**config.mk**
```make
export PLATFORM = sky130hd
export DESIGN_NAME = mem_responder_flat
export DESIGN_NICKNAME = d
export VERILOG_FILES = /design/src/rtl/mem_responder_if.sv /design/src/rtl/mem_responder.sv /design/src/flat_wrapper.sv
export SDC_FILE = /design/constraint.sdc
export NUM_CORES = 2
export LEC_CHECK = 0
export CORE_MARGIN = 3
export CORE_UTILIZATION = 33
export CTS_CLUSTER_DIAMETER = 50
export CTS_CLUSTER_SIZE = 40
export DETAILED_ROUTE_END_ITERATION = 10
export HOLD_SLACK_MARGIN = 0.1
export SYNTH_ARGS = -nofsm -noshare
export SYNTH_HDL_FRONTEND = slang
export SYNTH_SLANG_ARGS = --single-unit
```
**constraint.sdc**
```tcl
create_clock -name clock -period 2.64 [get_ports clock]
set_input_delay 0.264 -clock clock [delete_from_list [all_inputs] [get_ports clock]]
set_output_delay 0.264 -clock clock [all_outputs]
set_load 0.1 [all_outputs]
```
**src/rtl/mem_responder_if.sv**
```systemverilog
// Processor-side memory bus: address, write data and write strobe from the CPU,
// registered read data back to it.
interface mem_responder_if;
  logic [15:0] ADDR;
  logic [15:0] DOUT;
  logic        W;
  logic [15:0] DIN;

  modport master (output ADDR, output DOUT, output W, input DIN);
  modport slave  (input ADDR, input DOUT, input W, output DIN);
endinterface

```
**src/rtl/mem_responder.sv**
```systemverilog
// Memory-side responder: boot-loads a program image into local RAM, then serves
// processor word reads/writes plus an LED register and a synchronised switch port.
module mem_responder #(
  parameter int         AW      = 7,
  parameter logic [3:0] LED_SEL = 4'h1,
  parameter logic [3:0] SW_SEL  = 4'h3
) (
  input  logic              clock,
  input  logic              resetN,
  mem_responder_if.slave    bus,
  output logic              run,
  input  logic              ld_valid,
  input  logic [15:0]       ld_data,
  input  logic              ld_last,
  output logic              ld_ready,
  input  logic [15:0]       sw,
  output logic [15:0]       ledOut
);

  localparam int DEPTH = 2 ** AW;

  typedef enum logic [0:0] {S_LOAD = 1'b0, S_RUN = 1'b1} state_t;

  state_t          r_state;
  state_t          w_state_nxt;
  logic [AW-1:0]   r_ptr;
  logic            r_run;
  logic            r_ld_ready;
  logic [15:0]     r_din;
  logic [15:0]     r_led;
  logic [15:0]     r_sw_meta;
  logic [15:0]     r_sw_sync;
  logic [15:0]     r_mem [DEPTH];

  logic [3:0]      w_sel;
  logic            w_is_led;
  logic            w_is_sw;
  logic            w_ptr_max;
  logic            w_accept;
  logic            w_mem_we;
  logic [AW-1:0]   w_mem_addr;
  logic [15:0]     w_mem_wdata;
  logic [15:0]     w_din_nxt;
  logic            w_addr_unused;

  assign w_sel         = bus.ADDR[15:12];
  assign w_is_led      = (w_sel == LED_SEL);
  assign w_is_sw       = (w_sel == SW_SEL);
  assign w_ptr_max     = (r_ptr == {AW{1'b1}});
  assign w_accept      = (r_state == S_LOAD) && ld_valid && r_ld_ready;
  // ADDR[11:AW] is deliberately ignored so RAM aliases across that range
  assign w_addr_unused = ^bus.ADDR[11:AW];

  // Next-state: the loader exits on the tagged last word or when RAM is full
  always_comb begin
    w_state_nxt = r_state;
    case (r_state)
      S_LOAD: begin
        if (w_accept && (ld_last || w_ptr_max)) begin
          w_state_nxt = S_RUN;
        end else begin
          w_state_nxt = S_LOAD;
        end
      end
      S_RUN:   w_state_nxt = S_RUN;
      default: w_state_nxt = S_LOAD;
    endcase
  end

  // RAM port steering and read-data select; a same-address write is seen first
  always_comb begin
    w_mem_we    = 1'b0;
    w_mem_addr  = r_ptr;
    w_mem_wdata = ld_data;
    w_din_nxt   = 16'h0000;
    case (r_state)
      S_LOAD: begin
        w_mem_we = w_accept;
      end
      S_RUN: begin
        w_mem_addr  = bus.ADDR[AW-1:0];
        w_mem_wdata = bus.DOUT;
        if (w_is_led) begin
          w_din_nxt = bus.W ? bus.DOUT : r_led;
        end else if (w_is_sw) begin
          w_din_nxt = r_sw_sync;
        end else begin
          w_mem_we  = bus.W;
          w_din_nxt = bus.W ? bus.DOUT : r_mem[bus.ADDR[AW-1:0]];
        end
      end
      default: begin
        w_mem_we  = 1'b0;
        w_din_nxt = 16'h0000;
      end
    endcase
  end

  // Control, pointer, read data, LED and switch synchroniser registers
  always_ff @(posedge clock or posedge resetN) begin
    if (resetN) begin
      r_state    <= S_LOAD;
      r_ptr      <= {AW{1'b0}};
      r_run      <= 1'b0;
      r_ld_ready <= 1'b0;
      r_din      <= 16'h0000;
      r_led      <= 16'h0000;
      r_sw_meta  <= 16'h0000;
      r_sw_sync  <= 16'h0000;
    end else begin
      r_state    <= w_state_nxt;
      r_ld_ready <= (w_state_nxt == S_LOAD);
      r_run      <= (w_state_nxt == S_RUN);
      if (w_accept && !w_ptr_max) begin
        r_ptr <= r_ptr + AW'(1);
      end
      r_din <= w_din_nxt;
      if ((r_state == S_RUN) && w_is_led && bus.W) begin
        r_led <= bus.DOUT;
      end
      r_sw_meta <= sw;
      r_sw_sync <= r_sw_meta;
    end
  end

  // RAM contents survive reset, so the array has no reset branch
  always_ff @(posedge clock) begin
    if (w_mem_we) begin
      r_mem[w_mem_addr] <= w_mem_wdata;
    end
  end

  assign bus.DIN  = r_din;
  assign run      = r_run;
  assign ld_ready = r_ld_ready;
  assign ledOut   = r_led;

endmodule

```
**src/flat_wrapper.sv**
```systemverilog
// flat-port wrapper written by rule: the top's interface ports become plain ports
module mem_responder_flat 
#(
  parameter int         AW      = 7,
  parameter logic [3:0] LED_SEL = 4'h1,
  parameter logic [3:0] SW_SEL  = 4'h3
)
  (clock, resetN, run, ld_valid, ld_data, ld_last, ld_ready, sw, ledOut, bus_ADDR, bus_DOUT, bus_W, bus_DIN);
  mem_responder_if bus_i ();
  input  logic clock;
  input  logic resetN;
  output logic run;
  input  logic ld_valid;
  input  logic [15:0] ld_data;
  input  logic ld_last;
  output logic ld_ready;
  input  logic [15:0] sw;
  output logic [15:0] ledOut;
  input wire logic [$bits(bus_i.ADDR)-1:0] bus_ADDR;
  input wire logic [$bits(bus_i.DOUT)-1:0] bus_DOUT;
  input wire logic [$bits(bus_i.W)-1:0] bus_W;
  output wire logic [$bits(bus_i.DIN)-1:0] bus_DIN;
  assign bus_i.ADDR = bus_ADDR;
  assign bus_i.DOUT = bus_DOUT;
  assign bus_i.W = bus_W;
  assign bus_DIN = bus_i.DIN;
  mem_responder #(.AW(AW), .LED_SEL(LED_SEL), .SW_SEL(SW_SEL)) u_core (.clock(clock), .resetN(resetN), .bus(bus_i), .run(run), .ld_valid(ld_valid), .ld_data(ld_data), .ld_last(ld_last), .ld_ready(ld_ready), .sw(sw), .ledOut(ledOut));
endmodule
```
=== Yosys cells after proc, flatten, opt, wreduce, memory -nomap -nowiden ===
Memories as Yosys holds them, arrays and structs flattened.
Cells that the tools add are included.

* Add/subtract/negate cells: 1
* Eq/ne operators: 3
* Mux-type cells: 14
* Bitwise operators: 2
* Reductions and logical operators: 8

{| class="wikitable"
|+ Operator list
! kind !! number
|-
| $mux 16 || 6
|-
| $add 7x1->7 const B || 1
|-
| $eq 7x7->1 const B || 1
|-
| $mux 7 || 1
|-
| $logic_and 1x1->1 || 6
|-
| $mux 1 || 5
|-
| $eq 4x1->1 const B || 1
|-
| $eq 4x2->1 const B || 1
|-
| $pmux 1 s2 || 2
|-
| $not 1->1 || 2
|-
| $logic_not 1->1 || 1
|-
| $logic_or 1x1->1 || 1
|}

* Register bits after elaboration: 73
* Memory bits (writable): 2048
* Bits of input ports: 69
* Output and inout bits: 34
* Word-level logic and storage cells: 36
* Memories: 1

{| class="wikitable"
|+ Memory list
! memory !! depth !! bits a word !! rd ports !! clocked after memory_dff !! wr ports !! RTL line !! RTL
|-
| u_core.r_mem || 128 || 16 || 1 || 0 || 1 || mem_responder.sv:33 || <nowiki>logic [15:0] r_mem [DEPTH];</nowiki>
|}

=== Depth between registers and ports, before layout ===
* Depth after elaboration: 7
* Mapped depth: 12

=== Worst setup path before layout ===
Ideal clock, no wire load.

* Path kind: reg2reg
* Start: register u_core.r_state
* End: memory u_core.r_mem[0][10] (data pin)
* Library setup time: 0.378 ns
* Data arrival time: 3.026 ns
* Data required time: 2.262 ns
* Path slack: -0.764 ns
* Stages on the path, launching flop included: 5
* Buffers on the path: 3
* Clock period less this slack: 3.404 ns
* Cell sequence: dfrtp_1 -> buf_2 -> buf_1 -> buf_1 -> mux2_2

* Longest elaborated chain between the ends: 1

{| class="wikitable"
|+ RTL lines
! element !! RTL line !! RTL
|-
| from (decl) || mem_responder.sv:24 || <nowiki>state_t r_state;</nowiki>
|-
| from (signal assigned) || mem_responder.sv:111 || <nowiki>r_state <= w_state_nxt;</nowiki>
|-
| $mux 16 || mem_responder.sv:76 || <nowiki>case (r_state)</nowiki>
|-
| via u_core.w_mem_wdata[10] || mem_responder.sv:42 || <nowiki>logic [15:0] w_mem_wdata;</nowiki>
|-
| to (decl) || mem_responder.sv:33 ||
|}

The timed path passes the listed nets, and every way through them passes these cells.

=== Worst setup path in the final report ===
* Start: register u_core.r_state
* End: register u_core.r_din[5] (netlist: u_core.bus.DIN[5])

* Longest elaborated chain between the ends: 1

{| class="wikitable"
|+ RTL lines
! element !! RTL line !! RTL
|-
| $mux 16 || mem_responder.sv:76 ||
|-
| via u_core.w_din_nxt[5] || mem_responder.sv:43 || <nowiki>logic [15:0] w_din_nxt;</nowiki>
|-
| to (signal assigned) || mem_responder.sv:117 || <nowiki>r_din <= w_din_nxt;</nowiki>
|-
| to (decl) || mem_responder.sv:29 || <nowiki>logic [15:0] r_din;</nowiki>
|}

The timed path passes the listed nets, and every way through them passes these cells.
A chain may end at the register's enable or synchronous reset.

==> impl_results.md <==
- Run status: finished clean
- WL final: 231000 um
- Post-synthesis simple-gate area fraction: 2.53%
- Skew-Pair Late Insertion Delay: 830 ps
- DP Wirelength: 154000 um
- CTS max path bufs: 3
- Crit Path Category: register to register
- Syn_area_per_cell: 20.7 um2
- Fin crit period: 2600 ps
- GP Congestion: 0.935
- F_max: 384 MHz
- TritonCTS clock tree: done
- Post-synth top flop: edfxtp_1
- Fin. Hold Viols: 0
- Fin crit share: 98.6%
- Die Ht: 506 um
- Final Util: 40.0%
- Largest family of logic cells by synthesized area: multiplexers
- Mean number of vias per cell: 5.31
- Violation count after the first detailed-routing iteration: 4733
- Synth Area in XOR/XNOR: 0.0530%
- Core box area: 249000 um2
- Worst-path clk slew: 80 ps
- RSZ-0062 raised after global routing: no
- Crit path required time: 3370 ps
- Largest net degree at the start of global routing: 129
- Post-Syn Instances: 3992
- H-tree depth: 4
- Post-CTS Repair Setup Buffers: 0
- Mux contribution to synthesized area: 15.0%
- Synth area leaders: edfxtp_1, mux4_2, mux2i_1, dfrtp_1, nor2_1
- Number of routed nets with antenna violations: 0
- Ys async rst share: 3.44%
- Top cell type by total area after synthesis: edfxtp_1
- Number of CTS-inserted buffers: 151
- Number of global-route vias before repair: 42.9k
- Most common cell in the netlist: edfxtp_1
- Hold crit path type: primary input to register
- Initial core utilization: 33.2%
- First-pass GRT wire length: 327000 um
- Clock Tree Root: clkbuf_16
- GRT Total Usage: 17.7%
- Hold depth: 2
- Die area: 256000 um2
- Crit-path max FO: 25
- Die X: 506 um
- Drt pass-1 iters: 6
- Vias: 43.2k
- Worst Skew: 59.0 ps
- Power Dens Cells: 713 nW/um2
- Final setup vio count: 0
- Port bufs: 97
- Gr ovfl total: 0
- Mapped Nets: 4062
- Worst r2r path cells: 7
- Final instance area: 99600 um2
- CTS sink cnt: 2121
- Share of layout cells above drive strength 1: 31.4%
- Relative slew slack: 30.7%
- Lkg Pwr: 32.3 nW
- Setup crit end kind: register
- Worst Tran Pin Value: 1040 ps
- Antenna violations before repair: 6
- Seq/Total Area, Yosys: 76.7%
- Share of the synthesized area in the top cell type: 74.5%
- Slew Limit Fails: 0
- Number of distinct library cells after synthesis: 71
- Max cap viols: 0
- I/O pins: 103
- Post-synthesis adder-cell area fraction: 0.0152%
- DRC violations left: 0
- Flops & latches, synth: 2121
- Nets: 4744
- Worst vdd ir: 0.598 mV
- Layout area overhead: 20.6%
- Placed cell area: 93700 um2
- WL per Instance: 28.4 um
- Post-synthesis compound-gate area fraction: 3.74%
- Number of synthesized flops with an enable pin: 2048
- Netlist area before placement: 82600 um2
- Arrival @ worst endpoint: 3330 ps
- Synth warn: 0
- CP startpoint kind: register
- Number of cell rows: 183
- Commonest cells in the netlist: edfxtp_1, mux4_2, mux2i_1
==> path summary, 6_finish.rpt <==
check | startpoint | to | slack (ps)
setup / recovery | u_core.r_state | u_core.bus.DIN[5] | 40
hold / removal | bus_DOUT[1] | u_core.ledOut[1] | 160
setup reg to reg | u_core.r_state | u_core.bus.DIN[5] | 40
hold reg to reg | u_core.r_sw_meta[7] | u_core.r_sw_sync[7] | 340
max in group asynchronous | resetN | u_core.bus.DIN[12] | 1560
min in group asynchronous | resetN | u_core.r_ptr[6] | 440
==> state kept, by name, summed over array words and instances (netlist names) <==
signal	count
u_core.r_mem	2048
u_core.bus.DIN	16
u_core.r_sw_meta	16
u_core.r_state	1
u_core.ld_ready	1
u_core.r_ptr	7
u_core.r_sw_sync	16
u_core.ledOut	16
==> kinds of logic after synthesis <==
| family | after synthesis |
|---|---|
| buf+inv | 232 |
| fa+ha+maj | 1 |
| compound gates | 453 |
| xor+xnor | 5 |
| mux | 719 |
| flops | 2121 |
| simple gates | 461 |
==> per-layer routing <==
metal / vias up / part of all wire (%) / track usage, %
met2: 1655 / 49 / 29.0
met3: 365 / 6.7 / 2.98
met5: - / 0.0056 / 0
met4: 2 / 4.9 / 7.79
li1: 18000 / - / -
met1: 23100 / 40 / 23.3
==> cell type report <==
class	count	area [um2]
diodes	1	2.50
clock buffers	159	3890
clock inverters	125	1720
fillers	22000	149000
inverters	6	27.5
multi-input cells	1639	18000
flip-flops and latches	2121	63300
well taps	3330	4170
repair buffers	755	8510
==> stage by stage <==
step	power, W	cells	setup slack [ps]	hold WS (ps)	TNS (ps)
finish	0.0710	8136	36.4	165	0
global route	0.0731	8135	14.2	132	0
CTS	0.0716	8135	26.4	103	0
detailed placement	0.0460	7825	-547	336	-54330
global placement	0.0459	7825	-475	335	-52890
floorplan	0.0426	3992	-209	295	-229490
==> cell usage in the layout (no fill, tap or decap), types with 14 or more instances in the layout <==
| cell type | synthesis | final |
|---|---|---|
| clkinv_8 | 0 | 28 |
| nor2_1 | 192 | 84 |
| mux2_2 | 44 | 28 |
| inv_6 | 0 | 17 |
| mux2i_1 | 271 | 270 |
| a21oi_1 | 77 | 77 |
| nor2_2 | 0 | 108 |
| buf_12 | 5 | 208 |
| o22ai_1 | 86 | 86 |
| o221ai_1 | 48 | 48 |
| a22oi_1 | 26 | 26 |
| inv_12 | 0 | 14 |
| buf_4 | 35 | 458 |
| edfxtp_1 | 2048 | 2048 |
| dlygate4sd3_1 | 2 | 26 |
| dfrtp_1 | 73 | 71 |
| clkbuf_16 | 0 | 155 |
| mux4_1 | 20 | 20 |
| nor3_1 | 36 | 36 |
| o21ai_0 | 63 | 63 |
| nand2_1 | 123 | 123 |
| mux2_4 | 0 | 15 |
| a211oi_1 | 53 | 53 |
| clkdlybuf4s50_1 | 0 | 59 |
| o31ai_1 | 42 | 41 |
| nor4_1 | 17 | 17 |
| nand3_1 | 27 | 27 |
| mux4_2 | 384 | 384 |
| inv_8 | 0 | 17 |
==> power by group <==
part	total, W	internal [W]	leakage (nW)	switching (W)
Clock	0.0258	0.0124	2.71	0.0134
Combinational	0.00697	0.00220	10.3	0.00477
Sequential	0.0383	0.0380	19.3	0.000289
Total	0.0710	0.0526	32.3	0.0185
==> critical path, cell delays in order (launching register included) <==
cell and delay (ps):
dfrtp_4 670, buf_6 300, and3_1 250, buf_12 170, o31ai_1 80, nor3_1 360
nand4_1 330, o32ai_2 320
==> timing repair <==
action                                 CTS  global route
endpoints found under the hold margin   54             0
setup endpoints to repair                0            43
gates resized for setup                  0             3
hold buffers                            26             0
No activity file was read; power rests on OpenSTA's default activity.
